<file path="src/rtl/riscv_pkg.sv">
// Shared constants for the pipelined RISC-V core: datapath widths, control-bundle bit map, register indices.
package riscv_pkg;
    localparam int XLEN         = 32;
    localparam int CTRL_W       = 12;
    localparam int REG_W        = 5;
    localparam int BUBBLE_CNT_W = 16;

    localparam int REGWRITE_BIT = 0;
    localparam int ALUSRC_BIT   = 1;
    localparam int MEMWRITE_BIT = 2;
    localparam int MEMREAD_BIT  = 3;
    localparam int MEMTOREG_BIT = 4;
    localparam int BRANCH_BIT   = 5;
    localparam int JUMP_BIT     = 6;

    localparam logic [REG_W-1:0] ZERO_REG = '0;

    // True when a write to 'wr' is visible to a read of 'rs' (x0 never matches).
    function automatic logic reg_hit(input logic [REG_W-1:0] wr, input logic [REG_W-1:0] rs);
        return (wr != ZERO_REG) && (wr == rs);
    endfunction
endpackage

</file>
<file path="src/rtl/wb_bypass_mux.sv">
// Per-port operand select: register-file data, or same-cycle writeback data when WB_BYPASS_EN is defined.
// Combinational, no backpressure; reads of x0 always return zero.
module wb_bypass_mux
    import riscv_pkg::*;
(
    input  logic [REG_W-1:0] rs,
    input  logic [XLEN-1:0]  rf_rdata,
    input  logic             wb_regwrite,
    input  logic [REG_W-1:0] wb_rd,
    input  logic [XLEN-1:0]  wb_wdata,
    output logic [XLEN-1:0]  op
);
`ifdef WB_BYPASS_EN
    // The register file writes on the edge but reads the old value, so forward the pending write.
    always_comb begin
        op = rf_rdata;
        if (rs == ZERO_REG)
            op = '0;
        else if (wb_regwrite && reg_hit(wb_rd, rs))
            op = wb_wdata;
    end
`else
    logic unused_wb;
    assign unused_wb = ^{wb_regwrite, wb_rd, wb_wdata};

    always_comb begin
        op = rf_rdata;
        if (rs == ZERO_REG)
            op = '0;
    end
`endif
endmodule

</file>
<file path="src/rtl/id_ex_stage.sv">
// ID/EX pipeline register with load-use bubble insertion and bubble counter; WB_BYPASS_EN enables the WB bypass.
// Latency 1 cycle; ex_stall holds all state and raises id_stall, flush squashes the ID instruction.
module id_ex_stage
    import riscv_pkg::*;
#(
    parameter int CNT_W = BUBBLE_CNT_W
) (
    input  logic              clk,
    input  logic              rst,
    input  logic              id_valid,
    input  logic [XLEN-1:0]   id_pc,
    input  logic [REG_W-1:0]  id_rs1,
    input  logic [REG_W-1:0]  id_rs2,
    input  logic [REG_W-1:0]  id_rd,
    input  logic [XLEN-1:0]   id_imm,
    input  logic [CTRL_W-1:0] id_ctrl,
    input  logic [XLEN-1:0]   rf_rdata1,
    input  logic [XLEN-1:0]   rf_rdata2,
    input  logic              wb_regwrite,
    input  logic [REG_W-1:0]  wb_rd,
    input  logic [XLEN-1:0]   wb_wdata,
    input  logic              ex_stall,
    input  logic              flush,
    output logic              id_stall,
    output logic              ex_valid,
    output logic [XLEN-1:0]   ex_pc,
    output logic [XLEN-1:0]   ex_imm,
    output logic [XLEN-1:0]   ex_op1,
    output logic [XLEN-1:0]   ex_op2,
    output logic [REG_W-1:0]  ex_rs1,
    output logic [REG_W-1:0]  ex_rs2,
    output logic [REG_W-1:0]  ex_rd,
    output logic [CTRL_W-1:0] ex_ctrl,
    output logic [CNT_W-1:0]  bubble_cnt
);
    logic [XLEN-1:0] op1_sel;
    logic [XLEN-1:0] op2_sel;
    logic            load_use;
    logic            clear_fields;
    logic            count_bubble;

    wb_bypass_mux u_mux1 (
        .rs          (id_rs1),
        .rf_rdata    (rf_rdata1),
        .wb_regwrite (wb_regwrite),
        .wb_rd       (wb_rd),
        .wb_wdata    (wb_wdata),
        .op          (op1_sel)
    );

    wb_bypass_mux u_mux2 (
        .rs          (id_rs2),
        .rf_rdata    (rf_rdata2),
        .wb_regwrite (wb_regwrite),
        .wb_rd       (wb_rd),
        .wb_wdata    (wb_wdata),
        .op          (op2_sel)
    );

    assign load_use = ex_valid && ex_ctrl[MEMREAD_BIT] && (ex_rd != ZERO_REG) && id_valid &&
                      ((ex_rd == id_rs1) || (ex_rd == id_rs2));

    assign id_stall     = ex_stall || (load_use && !flush);
    // Flush outranks stall; a bubble only happens when neither flush nor stall is present.
    assign clear_fields = flush || (!ex_stall && load_use);
    assign count_bubble = !flush && !ex_stall && load_use && (bubble_cnt != {CNT_W{1'b1}});

    always_ff @(posedge clk or negedge rst) begin
        if (!rst) begin
            ex_valid   <= 1'b0;
            ex_pc      <= '0;
            ex_imm     <= '0;
            ex_op1     <= '0;
            ex_op2     <= '0;
            ex_rs1     <= '0;
            ex_rs2     <= '0;
            ex_rd      <= '0;
            ex_ctrl    <= '0;
            bubble_cnt <= '0;
        end else begin
            if (clear_fields) begin
                ex_valid <= 1'b0;
                ex_pc    <= '0;
                ex_imm   <= '0;
                ex_op1   <= '0;
                ex_op2   <= '0;
                ex_rs1   <= '0;
                ex_rs2   <= '0;
                ex_rd    <= '0;
                ex_ctrl  <= '0;
            end else if (!ex_stall) begin
                ex_valid <= id_valid;
                ex_pc    <= id_pc;
                ex_imm   <= id_imm;
                ex_op1   <= op1_sel;
                ex_op2   <= op2_sel;
                ex_rs1   <= id_rs1;
                ex_rs2   <= id_rs2;
                ex_rd    <= id_rd;
                ex_ctrl  <= id_valid ? id_ctrl : '0;
            end
            if (count_bubble)
                bubble_cnt <= bubble_cnt + 1'b1;
        end
    end
endmodule

</file>
<file path="config.mk">
export PLATFORM = sky130hd
export DESIGN_NAME = id_ex_stage
export DESIGN_NICKNAME = d
export VERILOG_FILES = /design/src/rtl/riscv_pkg.sv /design/src/rtl/wb_bypass_mux.sv /design/src/rtl/id_ex_stage.sv
export SDC_FILE = /design/constraint.sdc
export NUM_CORES = 1
export LEC_CHECK = 0
export ABC_AREA = 1
export BUFFER_PORTS_ARGS = -buffer_cell sky130_fd_sc_hd__buf_4
export CORE_AREA = 2 2 146 148
export DETAILED_ROUTE_END_ITERATION = 10
export DIE_AREA = 0 0 148 150
export PLACE_DENSITY = 0.69
export SETUP_SLACK_MARGIN = 0.02
export SKIP_LAST_GASP = 1
export SLEW_MARGIN = 25
export SYNTH_ARGS = -nofsm -noshare
export SYNTH_HDL_FRONTEND = slang
export SYNTH_SLANG_ARGS = --single-unit
</file>
<file path="constraint.sdc">
create_clock -name clk -period 3.2 [get_ports clk]
set_clock_uncertainty 0.1 [all_clocks]
set_input_delay 0.16 -clock clk [delete_from_list [all_inputs] [get_ports clk]]
set_output_delay 0.16 -clock clk [all_outputs]
set_load 0.01 [all_outputs]
</file>
==> results.py, run 1 <==
metrics = {
    "synthesis": {
        "synth_top_family_by_area": "simple AND/OR/NAND/NOR gates",
        "synth_nets": 1104,
        "syn_inst": 905,
        "synth_warnings": 0,
        "mappedNetlistArea_um2": 7569,
        "synth-simple-area-share_pct": 29.44,
        "syn_area_per_cell_um2": 8.363,
        "synthAdderAreaFrac_pct": 0.1653,
        "synth_xor_area_share_pct": 1.852,
        "ys_seq_elements": 172,
        "synth.distinct_cells": 22,
        "synth-compound-area-share_pct": 5.522,
        "synth.area.mux_share_pct": 0,
        "yosysSeqAreaShare_pct": 56.87,
    },
    "clocking": {
        "worstSkewPairLatency_ns": 0.43,
        "htree_levels": 4,
        "cts_tree": "done",
        "path_clk_slew_ns": 0.06,
        "numClockSinks": 172,
        "cts_made_buffers": 17,
        "postCtsSetupBuffers": 0,
        "cts_buffer_depth": 2,
        "cts_root_buffer": "clkbuf_16",
    },
    "global_routing": {
        "grt-ovfl-total": 0,
        "antenna_found_initial": 1,
        "grt_pass1_vias": 8327,
        "grt_pass1_wl_um": 42230,
        "grt_max_degree": 84,
        "grt_usage_pct": 23.75,
    },
    "die": {
        "die_w_um": 148,
        "die_h_um": 150,
        "ios": 371,
        "start_util_pct": 36.58,
        "rows": 53,
        "design.die.area_um2": 22200,
        "core_um2": 20690,
    },
    "sta": {
        "setup_viol": 0,
        "fmax_mhz": 408.3,
        "worst_pin_slew_ns": 0.7674,
        "rsz0062_at_grt": "no",
        "hold_viol_final": 0,
        "tns_ns": 0,
        "drv_slew": 0,
        "finalCriticalPeriod_ns": 2.449,
        "maxSlewHeadroom_pct": 48.84,
        "fin_crit_sh_pct": 76.53,
    },
    "cells_and_area": {
        "areaGrowthSynthToFinish_pct": 64.37,
        "drive_gt1_share_pct": 28.05,
        "fillCellCount": 1697,
        "mostFrequentLayoutCells": "402 x nand2_1, 341 x buf_4, 172 x dfrtp_1, 155 x dlygate4sd3_1, 80 x nand4_1",
        "fin_util_pct": 60.13,
        "layout_commonest_cell": "nand2_1",
        "nNetsFinal": 1564,
        "final_area_um2": 12440,
    },
    "place": {
        "place_area_um2": 10280,
        "place_congestion": 0.8400,
        "port_buffers": 332,
        "dpl.hpwl_um": 16170,
    },
    "routing": {
        "drt-pass1-iter-count": 5,
        "ant_nets": 0,
        "drt_wl_total_um": 26240,
        "drcViolationCount": 0,
        "vias_per_cell": 4.831,
        "avgRoutedWirePerCell_um": 15.88,
        "dr.first_iter.drc_count": 423,
        "num_vias": 7981,
    },
    "power_and_ir_drop": {
        "cellPowerDensity_nw_per_um2": 433.9,
        "p_leak_nw": 6.588,
        "ir_drop_uv": 319.9,
        "power_w": 0.005399,
    },
    "worst_hold_path": {
        "hp-class": "input port to register",
    },
    "status": {
        "run_status": "finished clean",
    },
    "setup_path": {
        "worst-r2r-setup-slack_ns": 0.95,
        "worstSetupEndpointType": "output port",
        "worstPathMaxFanout": 26,
        "arrival_ns": 2.19,
        "path_class": "input port to output port",
        "crit_required_ns": 2.94,
        "start_kind": "input port",
    },
    "run": {
        "maxCapViolCount": 0,
    },
}
-- Yosys cell counts --
library cell  instances  area share [%]
inv_2                 3            0.15
xnor2_1               5            0.58
o21ai_0              22             1.5
ha_1                  1            0.17
o21ai_1              60             4.0
nor3_1                8            0.53
nand4_2               1            0.17
buf_6                 7             1.0
clkbuf_1             38             1.9
xor2_1               11             1.3
buf_4                 2            0.20
buf_2                 6            0.40
nand4_1              80             6.6
nand2_1             403              20
buf_1                 7            0.35
inv_1                43             2.1
nand3_1              15            0.99
dfrtp_1             172              57
o21bai_1              1           0.099
nor2_4                1            0.15
nand2_2               2            0.17
nor2_1               17            0.84
-- what timing repair did --
item                                   in CTS  in global routing
hold buffers                              155                  0
gates resized for setup                     0                  0
endpoints found under the hold margin     232                  0
-- routing by layer --
metal	track usage (%)	up-vias	wire, µm
li1	-	3826	-
met1	28.44	3740	10490
met2	40.88	355	12920
met3	6.524	60	2063
met4	9.000	0	761
met5	0	-	0
-- worst max-delay path: stages --
cell,delay (ns)
dlygate4sd3_1,0.54
buf_4,0.23
nand3_1,0.14
o21bai_1,0.17
inv_1,0.13
nand2_2,0.35
o21ai_0,0.29
buf_4,0.16
-- power by group --
part,total [W],internal [W],switching [W],leakage [nW]
clock network,0.00216,0.00125,0.000910,0.291
logic,0.000882,0.000465,0.000417,4.00
registers,0.00235,0.00228,0.0000701,2.30
-- registers in the layout (all words and copies together) (netlist names) --
signal and cells:
ex_rs2 5, ex_rs1 5, ex_pc 32, ex_imm 32, bubble_cnt 16, ex_ctrl 12, ex_rd 5, ex_op1 32
ex_valid 1, ex_op2 32
-- through the flow --
step | hold WS (ns) | setup WS, ns | cells
finish | 0.02345 | 0.7509 | 1652
global route | 0.03628 | 0.5174 | 1652
CTS | 0.02056 | 0.7300 | 1651
detailed placement | 0.1567 | 0.9700 | 1466
global placement | 0.1609 | 1.009 | 1466
floorplan | -0.2356 | 1.447 | 905
-- cells by family after synthesis --
logic type	after synthesis
AND/OR/NAND/NOR	527
AO/OA/AOI/OAI	83
buffers and inverters	106
flip-flops	172
adder cells (fa/ha/maj)	1
XOR/XNOR	16
-- path summary, 6_finish.rpt --
check,start,endpoint,cells past startpoint
worst min-delay path,id_ctrl[7],ex_ctrl[7],5
worst max-delay path,id_valid,id_stall,8
worst min register to register,ex_op1[19],ex_op1[19],2
max in group asynchronous,rst,bubble_cnt[2],3
worst max register to register,ex_rd[1],ex_imm[24],10
min in group asynchronous,rst,ex_op2[3],2
-- layout make-up --
cell class / instances / area [µm²] / share of cell area [%]
timing repair buffer: 501 / 4203 / 33.78
antenna: 1 / 2.502 / 0.02011
clock buffer: 18 / 439.2 / 3.530
multi-input combinational: 627 / 2809 / 22.58
inverter: 46 / 173.9 / 1.398
tap: 275 / 344.1 / 2.766
sequential: 172 / 4304 / 34.60
clock inverter: 12 / 165.2 / 1.328
Power figures use the tool's default switching activity.
==> inputs of run 2 (changes only) <==
PLACE_DENSITY = 0.72   (was 0.69)
clock period = 2.1 ns   (was 3.2 ns; I/O delays follow)
==> run 2 against run 1 <==
  * Worst hold slack better by 0.0098 ns
  * Register-to-register slack worse by 0.82 ns
  * Sequential power is 52% higher
  * Non-clock buffer count is 18 higher
  * Count of clock-buffer cells in the layout is 1 lower
  * Clock power is 54% higher
  * Final cell count is 1.1% higher
==> results.py, run 2 (synthesis results as in run 1) <==
metrics = {
    "cells_and_area": {
        "mostFrequentLayoutCells": "401 x nand2_1, 349 x buf_4, 170 x dfrtp_1, 158 x dlygate4sd3_1, 80 x nand4_1",
        "fillCellCount": 1642,
        "stdcell_count": 1670,
        "nNetsFinal": 1582,
        "areaGrowthSynthToFinish_pct": 67.81,
        "layout_commonest_cell": "nand2_1",
        "ff_latch_area_um2": 4307,
        "drive_gt1_share_pct": 29.34,
        "multi_input_area_um2": 2825,
    },
    "sta": {
        "maxSlewHeadroom_pct": 64.07,
        "finalCriticalPeriod_ns": 2.001,
        "setup_viol": 0,
        "fmax_mhz": 499.7,
        "hold_viol_final": 0,
        "fin_crit_sh_pct": 95.29,
        "rsz0062_at_grt": "yes",
        "worst_pin_slew_ns": 0.5390,
        "hold_ws_ns": 0.03329,
        "drv_slew": 0,
    },
    "clocking": {
        "htree_levels": 4,
        "cts_made_buffers": 17,
        "path_clk_slew_ns": 0.07,
        "worstSkewPairLatency_ns": 0.42,
        "numClockSinks": 172,
        "cts_root_buffer": "clkbuf_16",
        "cts_tree": "done",
        "cts_buffer_depth": 2,
    },
    "worst_hold_path": {
        "holdPathStages": 3,
        "hp-class": "input port to register",
    },
    "routing": {
        "drt_wl_total_um": 27380,
        "drcViolationCount": 0,
        "ant_nets": 0,
        "num_vias": 8215,
        "vias_per_cell": 4.919,
        "avgRoutedWirePerCell_um": 16.40,
        "dr.first_iter.drc_count": 434,
        "drt-pass1-iter-count": 6,
    },
    "global_routing": {
        "grt_pass1_vias": 8441,
        "busiest_layer": "met2",
        "grt_usage_pct": 24.72,
        "grt_max_degree": 65,
        "antenna_found_initial": 1,
        "met3_usage_pct": 5.457,
        "grt_util_met1_pct": 30.22,
        "grt-ovfl-total": 0,
        "gr-usage-met2_pct": 42.11,
        "grt_pass1_wl_um": 43440,
    },
    "setup_path": {
        "path_cells": "inv_2 > nand2_2 > nand2_1 > nor2_1 > nand3_1 > nand2_2 > nand2_4 > buf_12 > o21ai_2 > buf_4",
        "cpMostUsedCell": "nand2_2",
        "worstPathMaxFanout": 4,
        "path_class": "register to output port",
        "cp_top_family": "simple AND/OR/NAND/NOR gates",
        "worst-r2r-setup-slack_ns": 0.13,
        "worstSetupEndpointType": "output port",
        "cp.buffers_inverters": 3,
        "arrival_ns": 1.80,
        "critPathMaxStageDelay_ns": 0.40,
        "start_kind": "register",
        "path_depth": 10,
        "crit_path_top_delay_cell": "dfrtp_1",
        "crit_required_ns": 1.89,
        "reg2regPathDepth": 10,
    },
    "die": {
        "die_w_um": 148,
        "die_h_um": 150,
        "core_um2": 20690,
        "rows": 53,
        "design.die.area_um2": 22200,
        "start_util_pct": 36.58,
        "ios": 371,
    },
    "power_and_ir_drop": {
        "cellPowerDensity_nw_per_um2": 653.5,
        "ir_drop_uv": 502.8,
        "p_leak_nw": 6.738,
    },
    "status": {
        "run_status": "finished clean",
    },
    "place": {
        "dpl.hpwl_um": 16690,
        "dp_cells": 1473,
        "port_buffers": 332,
        "place_congestion": 0.7998,
    },
    "run": {
        "maxCapViolCount": 0,
    },
}
run 2: cell count changes in the layout (fill, tap and decap cells not counted), sizes merged:
cell / before / now
clkinvlp: 2 / 1
clkbuf: 18 / 17
bufbuf: 0 / 1
buf: 346 / 360
clkinv: 5 / 2
inv: 48 / 53
dlygate4sd3: 155 / 158
run 2: what timing repair did:
item	CTS	global route
setup endpoints to repair	1	4
setup buffers	4	3
hold endpoints to repair	311	0
hold buffers	158	0
cloned	1	0
resized for setup	4	6
pin swaps	2	5
run 2: path summary, 6_finish.rpt:
| path | startpoint | to |
|---|---|---|
| max | ex_rd[1] | id_stall |
| min | ex_stall | ex_rd[0] |
| max reg2reg | ex_rd[1] | ex_rs1[3] |
| min reg2reg | ex_op1[17] | ex_op1[17] |
| max in group asynchronous | rst | ex_rd[0] |
| min in group asynchronous | rst | ex_op2[7] |
run 2: layer usage:
metal,wire length (µm),share of wire [%]
met1,10770,39
met2,13800,50
met3,1909,7.0
met4,907,3.3
met5,0,0
run 2: area by class of cell:
cell class	count	share of cell area (%)
timing repair buffer	519	35.00
sequential	172	33.91
multi-input combinational	627	22.24
clock buffer	17	3.349
tap	275	2.709
clock inverter	13	1.399
inverter	46	1.369
antenna	1	0.01970
run 2: worst reg2reg max path, cell delays in order, from the launching register on:
cell and delay, ns:
dfrtp_1 0.40, inv_2 0.08, nand2_2 0.07, nand2_1 0.06
nor2_1 0.12, nand3_1 0.09, nand2_2 0.10, nand2_4 0.08
nand2_2 0.13, o21ai_1 0.07, dlygate4sd3_1 0.54
run 2: stage by stage:
stage | power [W] | cell area (µm²) | utilization, % | setup WS (ns) | setup TNS [ns]
after floorplan | 0.004040 | 7569 | - | 0.3466 | 0
after global placement | 0.004738 | 10400 | 50.25 | 0.1781 | 0
after detailed placement | 0.004756 | 10400 | 50.25 | 0.1657 | 0
after CTS | 0.008341 | 12650 | 61.14 | 0.04006 | 0
after global routing | 0.008647 | 12700 | 61.39 | -0.02540 | -0.02540
final | 0.008301 | 12700 | 61.39 | 0.09886 | 0
run 2: where the power goes:
group	total, W	switching (W)	internal [W]	leakage (nW)
Clock	0.00333	0.00143	0.00190	0.295
Sequential	0.00358	0.000107	0.00348	2.30
Combinational	0.00139	0.000654	0.000736	4.14
Total	0.00830	0.00219	0.00611	6.74
